`src/rtl/apb_pkg.sv`:
```
`default_nettype none
// +----------------------------------------------------------------------+
// | apb_pkg                                                              |
// | Shared types and constants for the APB3 master bridge.               |
// | Revision: 1.0                                                        |
// +----------------------------------------------------------------------+
package apb_pkg;

    localparam int APB_AW             = 32;
    localparam int APB_DW             = 32;
    localparam int SLAVE_REGION_BYTES = 4096;
    localparam int SLAVE_IDX_LSB      = $clog2(SLAVE_REGION_BYTES);
    localparam int SLAVE_IDX_W        = 4;

    typedef enum logic [1:0] {
        IDLE   = 2'd0,
        SETUP  = 2'd1,
        ACCESS = 2'd2,
        ERR    = 2'd3
    } apb_state_e;

    // A zero timeout still needs a 1-bit counter so the datapath has a legal width.
    function automatic int cnt_width(input int timeout);
        return (timeout == 0) ? 1 : $clog2(timeout + 1);
    endfunction

endpackage
`default_nettype wire

```
`src/rtl/apb_master_if.sv`:
```
`default_nettype none
// +----------------------------------------------------------------------+
// | apb_master_if                                                        |
// | CPU request/response port plus APB3 bus towards the slaves.          |
// | Revision: 1.0                                                        |
// +----------------------------------------------------------------------+
interface apb_master_if #(
    parameter int NUM_SLAVES = 4
);
    import apb_pkg::*;

    logic                              req_valid;
    logic                              req_write;
    logic [APB_AW-1:0]                 req_addr;
    logic [APB_DW-1:0]                 req_wdata;
    logic                              req_ready;
    logic                              rsp_valid;
    logic [APB_DW-1:0]                 rsp_rdata;
    logic                              rsp_err;

    logic [APB_AW-1:0]                 PADDR;
    logic [APB_DW-1:0]                 PWDATA;
    logic                              PWRITE;
    logic                              PENABLE;
    logic [NUM_SLAVES-1:0]             PSEL;
    logic [NUM_SLAVES-1:0][APB_DW-1:0] PRDATA_S;
    logic [NUM_SLAVES-1:0]             PREADY_S;

    modport master (
        input  req_valid, req_write, req_addr, req_wdata, PRDATA_S, PREADY_S,
        output req_ready, rsp_valid, rsp_rdata, rsp_err,
        output PADDR, PWDATA, PWRITE, PENABLE, PSEL
    );

    modport slave (
        output req_valid, req_write, req_addr, req_wdata, PRDATA_S, PREADY_S,
        input  req_ready, rsp_valid, rsp_rdata, rsp_err,
        input  PADDR, PWDATA, PWRITE, PENABLE, PSEL
    );

endinterface
`default_nettype wire

```
`src/rtl/apb_addr_decoder.sv`:
```
`default_nettype none
// +----------------------------------------------------------------------+
// | apb_addr_decoder                                                     |
// | Maps a byte address onto a 4 KB slave window: hit, index, one-hot.   |
// | Revision: 1.0                                                        |
// +----------------------------------------------------------------------+
module apb_addr_decoder
    import apb_pkg::*;
#(
    parameter int                NUM_SLAVES = 4,
    parameter logic [APB_AW-1:0] BASE_ADDR  = 32'h1000_0000
) (
    input  logic [APB_AW-1:0]      addr,
    output logic                   hit,
    output logic [SLAVE_IDX_W-1:0] idx,
    output logic [NUM_SLAVES-1:0]  sel
);

    logic w_base_match;
    logic w_idx_in_range;
    logic w_unused_offset;

    assign idx             = addr[SLAVE_IDX_LSB +: SLAVE_IDX_W];
    assign w_base_match    = (addr[APB_AW-1:16] == BASE_ADDR[APB_AW-1:16]);
    // Extra bit lets NUM_SLAVES == 16 compare without overflow.
    assign w_idx_in_range  = ({1'b0, idx} < (SLAVE_IDX_W+1)'(NUM_SLAVES));
    assign hit             = w_base_match && w_idx_in_range;
    assign w_unused_offset = ^addr[SLAVE_IDX_LSB-1:0];

    genvar gi;
    generate
        for (gi = 0; gi < NUM_SLAVES; gi++) begin : g_sel
            assign sel[gi] = hit && (idx == SLAVE_IDX_W'(gi));
        end
    endgenerate

endmodule
`default_nettype wire

```
`src/rtl/apb_master.sv`:
```
`default_nettype none
// +----------------------------------------------------------------------+
// | apb_master                                                           |
// | APB3 bridge: CPU request -> SETUP/ACCESS on one slave -> response.   |
// | Revision: 1.0                                                        |
// +----------------------------------------------------------------------+
module apb_master
    import apb_pkg::*;
#(
    parameter int                NUM_SLAVES = 4,
    parameter logic [APB_AW-1:0] BASE_ADDR  = 32'h1000_0000,
    parameter int                TIMEOUT    = 16
) (
    input  logic         PCLK,
    input  logic         PRESET,
    apb_master_if.master bus
);

    localparam int               CNT_W     = cnt_width(TIMEOUT);
    localparam logic [CNT_W:0]   C_TIMEOUT = (CNT_W+1)'(TIMEOUT);
    localparam logic [CNT_W:0]   C_ONE     = (CNT_W+1)'(1);

    apb_state_e                 r_state;
    apb_state_e                 w_next_state;
    logic [NUM_SLAVES-1:0]      r_sel;
    logic [CNT_W-1:0]           r_cnt;

    logic                       w_dec_hit;
    logic [SLAVE_IDX_W-1:0]     w_unused_dec_idx;
    logic [NUM_SLAVES-1:0]      w_dec_sel;
    logic                       w_accept;
    logic                       w_pready;
    logic [APB_DW-1:0]          w_prdata;
    logic [CNT_W:0]             w_cnt_inc;
    logic                       w_timeout;

    apb_addr_decoder #(
        .NUM_SLAVES (NUM_SLAVES),
        .BASE_ADDR  (BASE_ADDR)
    ) u_decoder (
        .addr (bus.req_addr),
        .hit  (w_dec_hit),
        .idx  (w_unused_dec_idx),
        .sel  (w_dec_sel)
    );

    assign w_accept  = (r_state == IDLE) && bus.req_valid;
    assign w_pready  = |(bus.PREADY_S & r_sel);
    assign w_cnt_inc = {1'b0, r_cnt} + C_ONE;
    // Fires on the ACCESS cycle whose non-ready edge would bring the count to TIMEOUT.
    assign w_timeout = (TIMEOUT != 0) && (w_cnt_inc == C_TIMEOUT);

    always_comb begin
        w_prdata = '0;
        for (int i = 0; i < NUM_SLAVES; i++) begin
            if (r_sel[i]) begin
                w_prdata = w_prdata | bus.PRDATA_S[i];
            end
        end
    end

    always_ff @(posedge PCLK) begin
        if (!PRESET) begin
            r_state <= IDLE;
        end else begin
            r_state <= w_next_state;
        end
    end

    always_comb begin
        w_next_state = r_state;
        case (r_state)
            IDLE: begin
                if (bus.req_valid) begin
                    w_next_state = w_dec_hit ? SETUP : ERR;
                end
            end
            SETUP: begin
                w_next_state = ACCESS;
            end
            ACCESS: begin
                if (w_pready || w_timeout) begin
                    w_next_state = IDLE;
                end
            end
            ERR: begin
                w_next_state = IDLE;
            end
            default: begin
                w_next_state = IDLE;
            end
        endcase
    end

    always_comb begin
        bus.req_ready = (r_state == IDLE);
        bus.PSEL      = '0;
        bus.PENABLE   = 1'b0;
        case (r_state)
            SETUP: begin
                bus.PSEL = r_sel;
            end
            ACCESS: begin
                bus.PSEL    = r_sel;
                bus.PENABLE = 1'b1;
            end
            default: begin
            end
        endcase
    end

    // Address phase registers change only on acceptance, so they stay stable through ACCESS.
    always_ff @(posedge PCLK) begin
        if (!PRESET) begin
            bus.PADDR  <= '0;
            bus.PWDATA <= '0;
            bus.PWRITE <= 1'b0;
            r_sel      <= '0;
        end else if (w_accept) begin
            bus.PADDR  <= bus.req_addr;
            bus.PWDATA <= bus.req_wdata;
            bus.PWRITE <= bus.req_write;
            r_sel      <= w_dec_sel;
        end
    end

    always_ff @(posedge PCLK) begin
        if (!PRESET) begin
            r_cnt <= '0;
        end else if (w_accept) begin
            r_cnt <= '0;
        end else if ((r_state == ACCESS) && !w_pready && (r_cnt != {CNT_W{1'b1}})) begin
            r_cnt <= w_cnt_inc[CNT_W-1:0];
        end
    end

    always_ff @(posedge PCLK) begin
        if (!PRESET) begin
            bus.rsp_valid <= 1'b0;
            bus.rsp_err   <= 1'b0;
            bus.rsp_rdata <= '0;
        end else begin
            bus.rsp_valid <= 1'b0;
            bus.rsp_err   <= 1'b0;
            bus.rsp_rdata <= '0;
            case (r_state)
                ACCESS: begin
                    if (w_pready) begin
                        bus.rsp_valid <= 1'b1;
                        bus.rsp_rdata <= bus.PWRITE ? '0 : w_prdata;
                    end else if (w_timeout) begin
                        bus.rsp_valid <= 1'b1;
                        bus.rsp_err   <= 1'b1;
                    end
                end
                ERR: begin
                    bus.rsp_valid <= 1'b1;
                    bus.rsp_err   <= 1'b1;
                end
                default: begin
                end
            endcase
        end
    end

endmodule
`default_nettype wire

```
`src/flat_wrapper.sv`:
```
// flat-port wrapper written by rule: the top's interface ports become plain ports
module apb_master_flat import apb_pkg::*;
#(
    parameter int                NUM_SLAVES = 4,
    parameter logic [APB_AW-1:0] BASE_ADDR  = 32'h1000_0000,
    parameter int                TIMEOUT    = 16
)
  (PCLK, PRESET, bus_req_valid, bus_req_write, bus_req_addr, bus_req_wdata, bus_PRDATA_S, bus_PREADY_S, bus_req_ready, bus_rsp_valid, bus_rsp_rdata, bus_rsp_err, bus_PADDR, bus_PWDATA, bus_PWRITE, bus_PENABLE, bus_PSEL);
  apb_master_if #(.NUM_SLAVES(NUM_SLAVES)) bus_i ();
  input  logic PCLK;
  input  logic PRESET;
  input wire logic [$bits(bus_i.req_valid)-1:0] bus_req_valid;
  input wire logic [$bits(bus_i.req_write)-1:0] bus_req_write;
  input wire logic [$bits(bus_i.req_addr)-1:0] bus_req_addr;
  input wire logic [$bits(bus_i.req_wdata)-1:0] bus_req_wdata;
  input wire logic [$bits(bus_i.PRDATA_S)-1:0] bus_PRDATA_S;
  input wire logic [$bits(bus_i.PREADY_S)-1:0] bus_PREADY_S;
  output wire logic [$bits(bus_i.req_ready)-1:0] bus_req_ready;
  output wire logic [$bits(bus_i.rsp_valid)-1:0] bus_rsp_valid;
  output wire logic [$bits(bus_i.rsp_rdata)-1:0] bus_rsp_rdata;
  output wire logic [$bits(bus_i.rsp_err)-1:0] bus_rsp_err;
  output wire logic [$bits(bus_i.PADDR)-1:0] bus_PADDR;
  output wire logic [$bits(bus_i.PWDATA)-1:0] bus_PWDATA;
  output wire logic [$bits(bus_i.PWRITE)-1:0] bus_PWRITE;
  output wire logic [$bits(bus_i.PENABLE)-1:0] bus_PENABLE;
  output wire logic [$bits(bus_i.PSEL)-1:0] bus_PSEL;
  assign bus_i.req_valid = bus_req_valid;
  assign bus_i.req_write = bus_req_write;
  assign bus_i.req_addr = bus_req_addr;
  assign bus_i.req_wdata = bus_req_wdata;
  assign bus_i.PRDATA_S = bus_PRDATA_S;
  assign bus_i.PREADY_S = bus_PREADY_S;
  assign bus_req_ready = bus_i.req_ready;
  assign bus_rsp_valid = bus_i.rsp_valid;
  assign bus_rsp_rdata = bus_i.rsp_rdata;
  assign bus_rsp_err = bus_i.rsp_err;
  assign bus_PADDR = bus_i.PADDR;
  assign bus_PWDATA = bus_i.PWDATA;
  assign bus_PWRITE = bus_i.PWRITE;
  assign bus_PENABLE = bus_i.PENABLE;
  assign bus_PSEL = bus_i.PSEL;
  apb_master #(.NUM_SLAVES(NUM_SLAVES), .BASE_ADDR(BASE_ADDR), .TIMEOUT(TIMEOUT)) u_core (.PCLK(PCLK), .PRESET(PRESET), .bus(bus_i));
endmodule
```
`config.mk`:
```
export PLATFORM = sky130hd
export DESIGN_NAME = apb_master_flat
export DESIGN_NICKNAME = d
export VERILOG_FILES = /design/src/rtl/apb_pkg.sv /design/src/rtl/apb_master_if.sv /design/src/rtl/apb_addr_decoder.sv /design/src/rtl/apb_master.sv /design/src/flat_wrapper.sv
export SDC_FILE = /design/constraint.sdc
export NUM_CORES = 1
export LEC_CHECK = 0
export ABC_AREA = 1
export BUFFER_PORTS_ARGS = -buffer_cell sky130_fd_sc_hd__buf_2
export CAP_MARGIN = 0
export CORE_AREA = 2 2 120 122
export CTS_BUF_LIST = sky130_fd_sc_hd__clkbuf_8
export CTS_CLUSTER_DIAMETER = 150
export DETAILED_ROUTE_END_ITERATION = 16
export DIE_AREA = 0 0 122 124
export PLACE_DENSITY = 0.61
export SLEW_MARGIN = 20
export SYNTH_ARGS = -nofsm -noshare
export SYNTH_HDL_FRONTEND = slang
export SYNTH_SLANG_ARGS = --single-unit
```
`constraint.sdc`:
```
create_clock -name PCLK -period 5 [get_ports PCLK]
set_input_delay 0.25 -clock PCLK [delete_from_list [all_inputs] [get_ports PCLK]]
set_output_delay 0.25 -clock PCLK [all_outputs]
set_load 0.1 [all_outputs]
```
==> summary.md, run 1 <==
| Metric | Value |
|---|---|
| Outcome | `completed` |
| Setup crit start kind | `flop` |
| Layout area overhead | `42.5%` |
| Die W | `122 um` |
| Row Count | `43` |
| Initial Util | `0.318` |
| Most frequent cells in the layout | `304 x buf_2, 115 x nand2_1, 110 x dfxtp_1, 76 x a22o_1, 43 x a21oi_1` |
| Final WL | `14.5 mm` |
| Worst R2R Path Depth | `7` |
| Final Hold Fails | `0` |
| Worst Hold Endpoint | `u_core.bus.PWRITE` |
| RSZ-0062 raised after global routing | `no` |
| CTS max path bufs | `2` |
| Clock power share | `0.214` |
| Most common cell after layout, fill and taps aside | `buf_2` |
| DIE AREA | `0.0151 mm^2` |
| Via count | `4,492` |
| Minimum clock period | `2.07 ns` |
| Hold depth | `3` |
| 1st-iter DRT viols | `174` |
| CTS HTree Levels | `3` |
| Final slew viol count | `0` |
| Mapped Avg Cell Area | `9.19 um^2` |
| Ys async rst share | `0` |
| R2r setup slk | `2.93 ns` |
| Routed vias/inst | `4.74` |
| Net Sw Power | `1.42 mW` |
| Layout cell share with drive strength beyond 1 | `0.456` |
| WP data required | `5.29 ns` |
| Final ANT Viol Nets | `0` |
| Max-Cap Viols | `0` |
| Most used routing layer | `met2` |
| Total Power | `3.00 mW` |
| Hold_sp | `bus_req_write` |
| Initial antenna violation count | `1` |
| Hold buffer count at cts | `0` |
| CTS tree | `done` |
| Worst path arrival time | `2.36 ns` |
| Vias in the first global route | `4,420` |
| CP Class | `flop to flop` |
| RR Endpoint | `u_core.bus.PADDR[17]` |
| Met3 track demand over resource | `0.0504` |
| Final worst-path cycle share | `0.414` |
| Hold Crit Class | `primary input to flop` |
| Die Ht | `124 um` |
| PwrDens | `482 mW/mm^2` |
| Routing usage on met2 | `0.323` |
| Worst skew pair latency | `0.37 ns` |
| Synth warn | `0` |
| Synth Register Bits | `110` |
| Worst Setup End Kind | `flop` |
| Drt first pass iters | `4` |
| WL/cell | `15.3 um` |
| Met1 Usage GRT | `0.204` |
| Global-route wire length before repair | `21.4 mm` |
| Max frequency | `483 MHz` |
| Comb power frac | `0.430` |
| Synthesized cell area | `0.00436 mm^2` |
| Boundary Pins | `305` |
| Postcts setup bufs | `0` |
| Worst Skew | `0.0113 ns` |
| Cells after Synth | `474` |
| IO Port Bufs | `304` |
| Mapped Nets | `680` |
| Ys flop type | `dfxtp_1` |
| RePlAce Congestion | `0.826` |
| Clock Root Buffer | `clkbuf_8` |
| HPWL after DPL | `11.2 mm` |
| Slew @ Worst Pin | `0.988 ns` |
| Number of synthesized flops with an enable pin | `0` |
| Nets | `968` |
| R2r startpoint | `u_core.r_state[0]` |
| Flop pwr share | `0.356` |
| TritonCTS Sinks | `110` |
| Setup TNS | `0 ns` |
| Residual DRC | `0` |
| Switching part of the total power | `0.472` |
| Setup-failing EPs final | `0` |
| Worst VDD drop | `0.296 mV` |
| P_int | `1.58 mW` |
| Sequential area share after synthesis | `0.505` |
| Largest net degree at the start of global routing | `74` |
| Cts bufs inserted | `9` |
| Core area | `0.0137 mm^2` |
| Relative slew slack | `0.340` |
| Post-synthesis cell type count | `27` |
| Clk pin slew, worst setup/hold paths | `0.10 ns` |
| GRT Util Overall | `0.182` |
| Max FO, Critical Path | `53` |
| Grt total ovfl | `0` |
| Leakage power | `3.03 nW` |
| Post-CTS resize count | `0` |
-- final cells by class --
| class | count | area [um^2] |
|---|---|---|
| repair buffers | 309 | 1560 |
| multi-input cells | 307 | 1880 |
| clock buffers | 10 | 138 |
| fillers | 1388 | 7510 |
| diodes | 1 | 2.50 |
| inverters | 25 | 96.3 |
| well taps | 180 | 225 |
| clock inverters | 6 | 110 |
| flip-flops and latches | 110 | 2200 |
-- power by group through the flow --
stage	clock network [mW]	registers (mW)	logic, mW
2_1_floorplan	0	1.79	0.338
3_3_place_gp	0	1.08	1.29
3_5_place_dp	0	1.08	1.30
4_1_cts	0.670	1.06	1.30
5_1_grt	0.700	1.08	1.35
6_report	0.642	1.07	1.29
-- cells by family (layout without fill, tap and decap cells) --
logic type | Yosys count | in the layout | synth area share
other | 0 | 1 | 0
and+or+nand+nor | 154 | 154 | 0.149
DFF | 110 | 110 | 0.505
buffers and inverters | 57 | 350 | 0.0637
AOI/OAI and AO/OA | 147 | 147 | 0.265
adders and majority gates | 6 | 6 | 0.0172
-- registers in the layout (all words and copies together) (netlist names) --
register,count
u_core.bus.PWDATA,32
u_core.r_sel,4
u_core.r_state,2
u_core.bus.rsp_err,1
u_core.r_cnt,5
u_core.bus.rsp_rdata,32
u_core.bus.rsp_valid,1
u_core.bus.PADDR,32
u_core.bus.PWRITE,1
-- worst max-delay path by stage --
stage,start,end,slack (ns),cells past startpoint
after CTS,u_core.r_state[0],u_core.bus.PADDR[17],2.86,7
after global routing,u_core.r_state[1],u_core.bus.PADDR[17],2.64,7
after global placement,u_core.r_state[0],u_core.r_cnt[1],2.82,7
after floorplan,u_core.r_state[0],u_core.bus.PADDR[0],2.87,7
after detailed placement,u_core.r_state[0],u_core.bus.PADDR[17],2.86,7
final,u_core.r_state[0],u_core.bus.PADDR[17],2.93,7
-- per-stage QoR --
step	hold WS, ns	worst slack (ns)	instances	area (um^2)	utilization
floorplan	0.363	2.87	474	4360	-
detailed placement	0.443	2.86	931	5960	0.434
global route	0.0653	2.64	948	6210	0.453
CTS	0.0484	2.86	947	6210	0.453
finish	0.0727	2.93	948	6210	0.453
global placement	0.433	2.82	931	5960	0.434
-- metal layers --
metal | vias to the layer above | share of wire
li1 | 2220 | -
met1 | 2048 | 0.39
met2 | 209 | 0.50
met3 | 15 | 0.091
met4 | 0 | 0.018
met5 | - | 0
-- critical path, stage by stage (launching register included) --
cell	delay [ns]
dfxtp_1	0.36
inv_1	0.10
ha_1	0.21
nand2_1	0.11
nor2_4	0.25
buf_4	0.51
inv_1	0.22
o21ai_0	0.21
-- cell usage after synthesis, drive strengths merged, types with 4 or more instances --
library cell | instances | share of area
a22o | 76 | 0.15
buf | 24 | 0.035
clkbuf | 8 | 0.0069
nand2 | 121 | 0.11
nor2 | 19 | 0.021
a41oi | 13 | 0.045
inv | 24 | 0.021
nand4 | 4 | 0.0072
ha | 6 | 0.017
a21oi | 43 | 0.049
o21ai | 14 | 0.016
dfxtp | 110 | 0.51
nand3 | 8 | 0.0092
No activity file was read; power rests on OpenSTA's default activity.
==> run 2: changes to the inputs <==
--- a/config.mk
+++ b/config.mk
@@ -5,7 +5,7 @@
 export SDC_FILE = /design/constraint.sdc
 export NUM_CORES = 1
 export LEC_CHECK = 0
-export ABC_AREA = 1
+export ABC_AREA = 0
 export BUFFER_PORTS_ARGS = -buffer_cell sky130_fd_sc_hd__buf_2
 export CAP_MARGIN = 0
 export CORE_AREA = 2 2 120 122
@@ -13,7 +13,7 @@
 export CTS_CLUSTER_DIAMETER = 150
 export DETAILED_ROUTE_END_ITERATION = 16
 export DIE_AREA = 0 0 122 124
-export PLACE_DENSITY = 0.61
+export PLACE_DENSITY = 0.59
 export SLEW_MARGIN = 20
 export SYNTH_ARGS = -nofsm -noshare
 export SYNTH_HDL_FRONTEND = slang
==> constraint.sdc (replaced) <==
create_clock -name PCLK -period 2.15 [get_ports PCLK]
set_input_delay 0.1075 -clock PCLK [delete_from_list [all_inputs] [get_ports PCLK]]
set_output_delay 0.1075 -clock PCLK [all_outputs]
set_load 0.1 [all_outputs]
==> run 2 against run 1 <==
  * Clock-buffer cell count unchanged
  * Die area unchanged
  * Global-route usage up 1.5 points
  * Synthesized area down 5.8%
  * Synthesized cell count down 20%
  * Combinational power up 120%
  * Worst setup slack worse by 2.7 ns
  * Design area up 11%
  * Worst hold slack worse by 0.062 ns
  * Largest cell class is now non-clock buffers
  * Highest routed layer unchanged
==> summary.md, run 2 <==
| Metric | Value |
|---|---|
| Total Power | `6.61 mW` |
| Outcome | `completed` |
| Grt total ovfl | `0` |
| Worst VDD drop | `0.856 mV` |
| Worst Skew | `0.0101 ns` |
| Number of synthesized flops with an enable pin | `0` |
| 1st-iter DRT viols | `194` |
| Vias in the first global route | `4,654` |
| Most frequent cells in the layout | `300 x buf_2, 110 x dfxtp_1, 86 x dlygate4sd3_1, 64 x a22oi_1, 63 x a22o_1` |
| Residual DRC | `0` |
| Initial Util | `0.299` |
| Layout area overhead | `68.2%` |
| Dpl ws | `0.415 ns` |
| Nets | `959` |
| TritonCTS Sinks | `110` |
| Max-Cap Viols | `0` |
| Global-route wire length before repair | `22.7 mm` |
| PwrDens | `958 mW/mm^2` |
| Slew @ Worst Pin | `0.526 ns` |
| Mapped Avg Cell Area | `10.8 um^2` |
| CP Class | `flop to flop` |
| HPWL after DPL | `11.3 mm` |
| Relative slew slack | `0.652` |
| Post-CTS resize count | `0` |
| Final ANT Viol Nets | `0` |
| Top-count cell post-synth | `dfxtp_1` |
| Max frequency | `508 MHz` |
| RSZ-0062 raised after global routing | `no` |
| Worst path arrival time | `2.23 ns` |
| Area leader, netlist | `dfxtp_1` |
| Most common cell after layout, fill and taps aside | `buf_2` |
| RePlAce Congestion | `0.846` |
| Slowest cell on crit path | `dlygate4sd3_1` |
| CP Cell Sequence | `inv_1 -> ha_1 -> nand4b_1 -> buf_4 -> a21oi_1 -> dlygate4sd3_1` |
| Final WL | `16.1 mm` |
| Postcts setup bufs | `0` |
| Setup crit start kind | `flop` |
| Crit path largest cell delay | `0.56 ns` |
| Worst skew pair latency | `0.37 ns` |
| Die Ht | `124 um` |
| Clk pin slew, worst setup/hold paths | `0.11 ns` |
| CTS max path bufs | `2` |
| Leakage power | `3.23 nW` |
| Core area | `0.0137 mm^2` |
| Clock Root Buffer | `clkbuf_8` |
| Row Count | `43` |
| Final Hold Fails | `0` |
| Cells after Synth | `381` |
| ANT cells | `0` |
| GRT Util Overall | `0.197` |
| IO Port Bufs | `304` |
| Die W | `122 um` |
| Final WS setup | `0.180 ns` |
| Largest net degree at the start of global routing | `61` |
| Synth warn | `0` |
| Worst path top cell family by delay | `buffers and inverters` |
| Area contributors post-synth | `dfxtp_1 54%, a22o_1 13%, a22oi_1 12%` |
| Final slew viol count | `0` |
| Final worst-path cycle share | `0.916` |
| Layout cell share with drive strength beyond 1 | `0.446` |
| Hold Crit Class | `primary input to flop` |
| DIE AREA | `0.0151 mm^2` |
| Setup TNS | `0 ns` |
| Boundary Pins | `305` |
| Synth top cells by count | `110 x dfxtp_1, 64 x a22oi_1, 63 x a22o_1, 35 x a21oi_1` |
| Post-synthesis cell type count | `38` |
| Initial antenna violation count | `0` |
| WP data required | `2.41 ns` |
| Ys flop type | `dfxtp_1` |
| Drt first pass iters | `5` |
| WL/cell | `17.2 um` |
| Sequential area share after synthesis | `0.536` |
| Routed vias/inst | `4.88` |
| Biggest regs | `u_core.bus.PADDR x32, u_core.bus.PWDATA x32, u_core.bus.rsp_rdata x32` |
| Minimum clock period | `1.97 ns` |
| Cts bufs inserted | `9` |
| Worst Setup End Kind | `flop` |
| Max FO, Critical Path | `32` |
| Setup-failing EPs final | `0` |
| Mapped Nets | `587` |
| Hold buffer count at cts | `86` |
| CTS HTree Levels | `3` |
| Ys async rst share | `0` |
| CTS tree | `done` |
| Worst path bufs/invs | `3` |
| Synth Register Bits | `110` |
| Synthesized cell area | `0.00411 mm^2` |
| Top cell type's share of synthesized area | `0.536` |
| Final core occ | `0.503` |
| Via count | `4,580` |
[run 2: changes by cell type in the layout (fill, tap and decap cells not counted), sizes merged, moves of 5 or more]
cell         change
nand2          -109
dlygate4sd3     +86
a22oi           +66
inv             -18
nor2            -15
a41oi           -13
a22o            -12
a21oi            -8
o21ai            -8
and2             +5
nand3            -5
[run 2: path summary, 6_finish.rpt]
| kind | from | end | slack, ns | cells after the start |
|---|---|---|---|---|
| min | bus_PRDATA_S[99] | u_core.bus.rsp_rdata[3] | 0.01 | 3 |
| max | u_core.r_state[0] | u_core.bus.rsp_rdata[17] | 0.18 | 6 |
| max reg2reg | u_core.r_state[0] | u_core.bus.rsp_rdata[17] | 0.18 | 6 |
| min reg2reg | u_core.bus.PADDR[12] | u_core.bus.PADDR[12] | 0.44 | 2 |
[run 2: cell type report]
cell class / instances / area, um^2
multi-input cells: 231 / 1740
clock buffers: 10 / 138
well taps: 180 / 225
fillers: 1246 / 6810
flip-flops and latches: 110 / 2200
inverters: 4 / 15.0
clock inverters: 6 / 68.8
repair buffers: 397 / 2520
[run 2: cells by family after synthesis]
group                      after synthesis  synth area share
DFF                                    110             0.536
buffers and inverters                   40            0.0414
and+or+nand+nor                         42            0.0634
adders and majority gates                6            0.0183
AOI/OAI and AO/OA                      178             0.328
muxes                                    4            0.0101
xor gates and xnor gates                 1           0.00213
[run 2: routing by layer]
metal | part of all wire | vias up | global-route usage
met1 | 0.39 | 2119 | 0.205
met4 | 0.025 | 0 | 0.0862
li1 | - | 2203 | -
met3 | 0.079 | 25 | 0.0476
met5 | 0 | - | 0
met2 | 0.51 | 233 | 0.373
[run 2: through the flow]
stage | instances | area [um^2] | hold WS, ns
2_1_floorplan | 381 | 4110 | 0.210
3_3_place_gp | 836 | 5840 | 0.322
3_5_place_dp | 836 | 5840 | 0.329
4_1_cts | 938 | 6910 | 0.0000220
5_1_grt | 938 | 6910 | 0.00793
6_report | 938 | 6910 | 0.0103
[run 2: report_power, final]
group | internal [mW] | total, mW | switching [mW]
combinational | 0.656 | 2.89 | 2.23
sequential | 2.28 | 2.43 | 0.147
clock | 0.580 | 1.30 | 0.723
[run 2: worst register-to-register path, cell delays in order (launching register included)]
cell and delay, ns:
dfxtp_1 0.39, inv_1 0.08, ha_1 0.29, nand4b_1 0.12, buf_4 0.34, a21oi_1 0.09
dlygate4sd3_1 0.56
==> run 3: changes to the inputs <==
==> constraint.sdc (replaced) <==
create_clock -name PCLK -period 2.15 [get_ports PCLK]
set_input_delay 0.215 -clock PCLK [delete_from_list [all_inputs] [get_ports PCLK]]
set_output_delay 0.215 -clock PCLK [all_outputs]
set_load 0.1 [all_outputs]
==> run 3 against run 2 <==
  * Worst setup slack improved by 0.14 ns
  * Wire length shrank 8.0%
  * Non-clock buffer count down 84
  * Design area down 12%
  * Total power is 2.8% lower
  * Core utilization fell by 6.2 points
  * Combinational power decreased by 4%
  * Critical path depth shrank 2
  * Worst hold slack improved by 0.039 ns
  * Cell count shrank 9.0%
  * Clock-buffer cell count unchanged
  * Critical endpoint is now bus_PSEL[3]
  * Largest cell class is now flip-flops and latches
==> summary.md, run 3 (synthesized netlist as in run 2, its figures left out) <==
| Metric | Value |
|---|---|
| Outcome | `completed` |
| Via count | `4,208` |
| GRT Util Overall | `0.182` |
| Final slew viol count | `0` |
| Initial Util | `0.299` |
| Max frequency | `547 MHz` |
| Most common cell after layout, fill and taps aside | `buf_2` |
| Grt total ovfl | `0` |
| Switching part of the total power | `0.483` |
| Final core occ | `0.441` |
| Nets | `875` |
| Max-Cap Viols | `0` |
| CTS max path bufs | `2` |
| DIE AREA | `0.0151 mm^2` |
| RSZ-0062 raised after global routing | `no` |
| IO Port Bufs | `304` |
| Comb power frac | `0.429` |
| Largest net degree at the start of global routing | `61` |
| Biggest regs | `u_core.bus.PADDR x32, u_core.bus.PWDATA x32, u_core.bus.rsp_rdata x32` |
| Post-CTS resize count | `0` |
| Routed vias/inst | `4.93` |
| Die Ht | `124 um` |
| Layout cell share with drive strength beyond 1 | `0.506` |
| WL/cell | `17.4 um` |
| 1st-iter DRT viols | `185` |
| Worst Skew | `0.0158 ns` |
| RePlAce Congestion | `0.805` |
| Setup TNS | `0 ns` |
| ANT cells | `0` |
| Core area | `0.0137 mm^2` |
| Row Count | `43` |
| Worst VDD drop | `0.752 mV` |
| Hold Crit Class | `primary input to flop` |
| CTS HTree Levels | `3` |
| Hold buffer count at cts | `0` |
| HPWL after DPL | `11.5 mm` |
| Worst Setup End Kind | `primary output` |
| Clock Root Buffer | `clkbuf_8` |
| Relative slew slack | `0.654` |
| Vias in the first global route | `4,133` |
| Slew @ Worst Pin | `0.522 ns` |
| Layout area overhead | `47.5%` |
| WP data required | `1.93 ns` |
| Cts bufs inserted | `9` |
| P_int | `3.32 mW` |
| TritonCTS Sinks | `110` |
| Setup crit start kind | `flop` |
| Boundary Pins | `305` |
| CTS tree | `done` |
| Die W | `122 um` |
| Global-route wire length before repair | `21.1 mm` |
| Clk pin slew, worst setup/hold paths | `0.12 ns` |
| PwrDens | `1060 mW/mm^2` |
| CP Class | `flop to primary output` |
| Net Sw Power | `3.11 mW` |
| Residual DRC | `0` |
| Final Hold Fails | `0` |
| Minimum clock period | `1.83 ns` |
| Worst path arrival time | `1.61 ns` |
| Flop pwr share | `0.377` |
| Final worst-path cycle share | `0.850` |
| Postcts setup bufs | `0` |
| Leakage power | `2.89 nW` |
| Final WL | `14.8 mm` |
| Initial antenna violation count | `0` |
| Clock power share | `0.194` |
| Drt first pass iters | `4` |
| Most frequent cells in the layout | `300 x buf_2, 110 x dfxtp_1, 64 x a22oi_1, 63 x a22o_1, 35 x a21oi_1` |
| Setup-failing EPs final | `0` |
| Worst skew pair latency | `0.37 ns` |
| Final ANT Viol Nets | `0` |
| Max FO, Critical Path | `4` |
run 3: final cells by class:
type	count	area, um^2
Clock buffer	10	138
Timing Repair Buffer	313	1670
Inverter	4	15.0
Multi-Input combinational cell	231	1740
Tap cell	180	225
Fill cell	1326	7660
Clock inverter	6	62.6
Sequential cell	110	2200
run 3: final timing paths:
kind / start / endpoint / slack (ns) / depth (start not counted)
max: u_core.r_state[1] / bus_PSEL[3] / 0.32 / 4
max reg2reg: u_core.r_cnt[0] / u_core.r_cnt[3] / 0.38 / 6
min reg2reg: u_core.bus.PADDR[12] / u_core.bus.PADDR[12] / 0.45 / 2
min: bus_req_wdata[11] / u_core.bus.PWDATA[11] / 0.05 / 2
run 3: routing by layer:
metal / wire, um / global-route usage / up-vias
met5: 0 / 0 / -
met1: 5630 / 0.199 / 1941
met4: 119 / 0.0381 / 0
met3: 1450 / 0.0554 / 9
li1: - / - / 2042
met2: 7630 / 0.345 / 216
run 3: metrics by stage:
stage          worst slack, ns  instance area (um^2)  hold WS [ns]  std cells  power, mW
3_5_place_dp             0.421                  5850         0.435        838       5.24
4_1_cts                  0.255                  6050        0.0174        854       6.51
6_report                 0.323                  6050        0.0489        854       6.43
2_1_floorplan            0.111                  4110         0.317        381       4.65
3_3_place_gp             0.481                  5850         0.430        838       5.21
5_1_grt                  0.211                  6050        0.0207        854       6.72
run 3: critical path, cell delays in order (launching register included):
cell	delay, ns
dfxtp_1	0.40
inv_1	0.08
ha_2	0.38
and2_1	0.21
buf_12	0.19
run 3: power by group through the flow:
| stage | Combinational, mW | Clock (mW) | Sequential [mW] |
|---|---|---|---|
| 5_1_grt | 2.86 | 1.40 | 2.46 |
| 2_1_floorplan | 0.624 | 0 | 4.03 |
| 3_3_place_gp | 2.75 | 0 | 2.46 |
| 4_1_cts | 2.78 | 1.31 | 2.43 |
| 6_report | 2.76 | 1.25 | 2.43 |
| 3_5_place_dp | 2.78 | 0 | 2.46 |
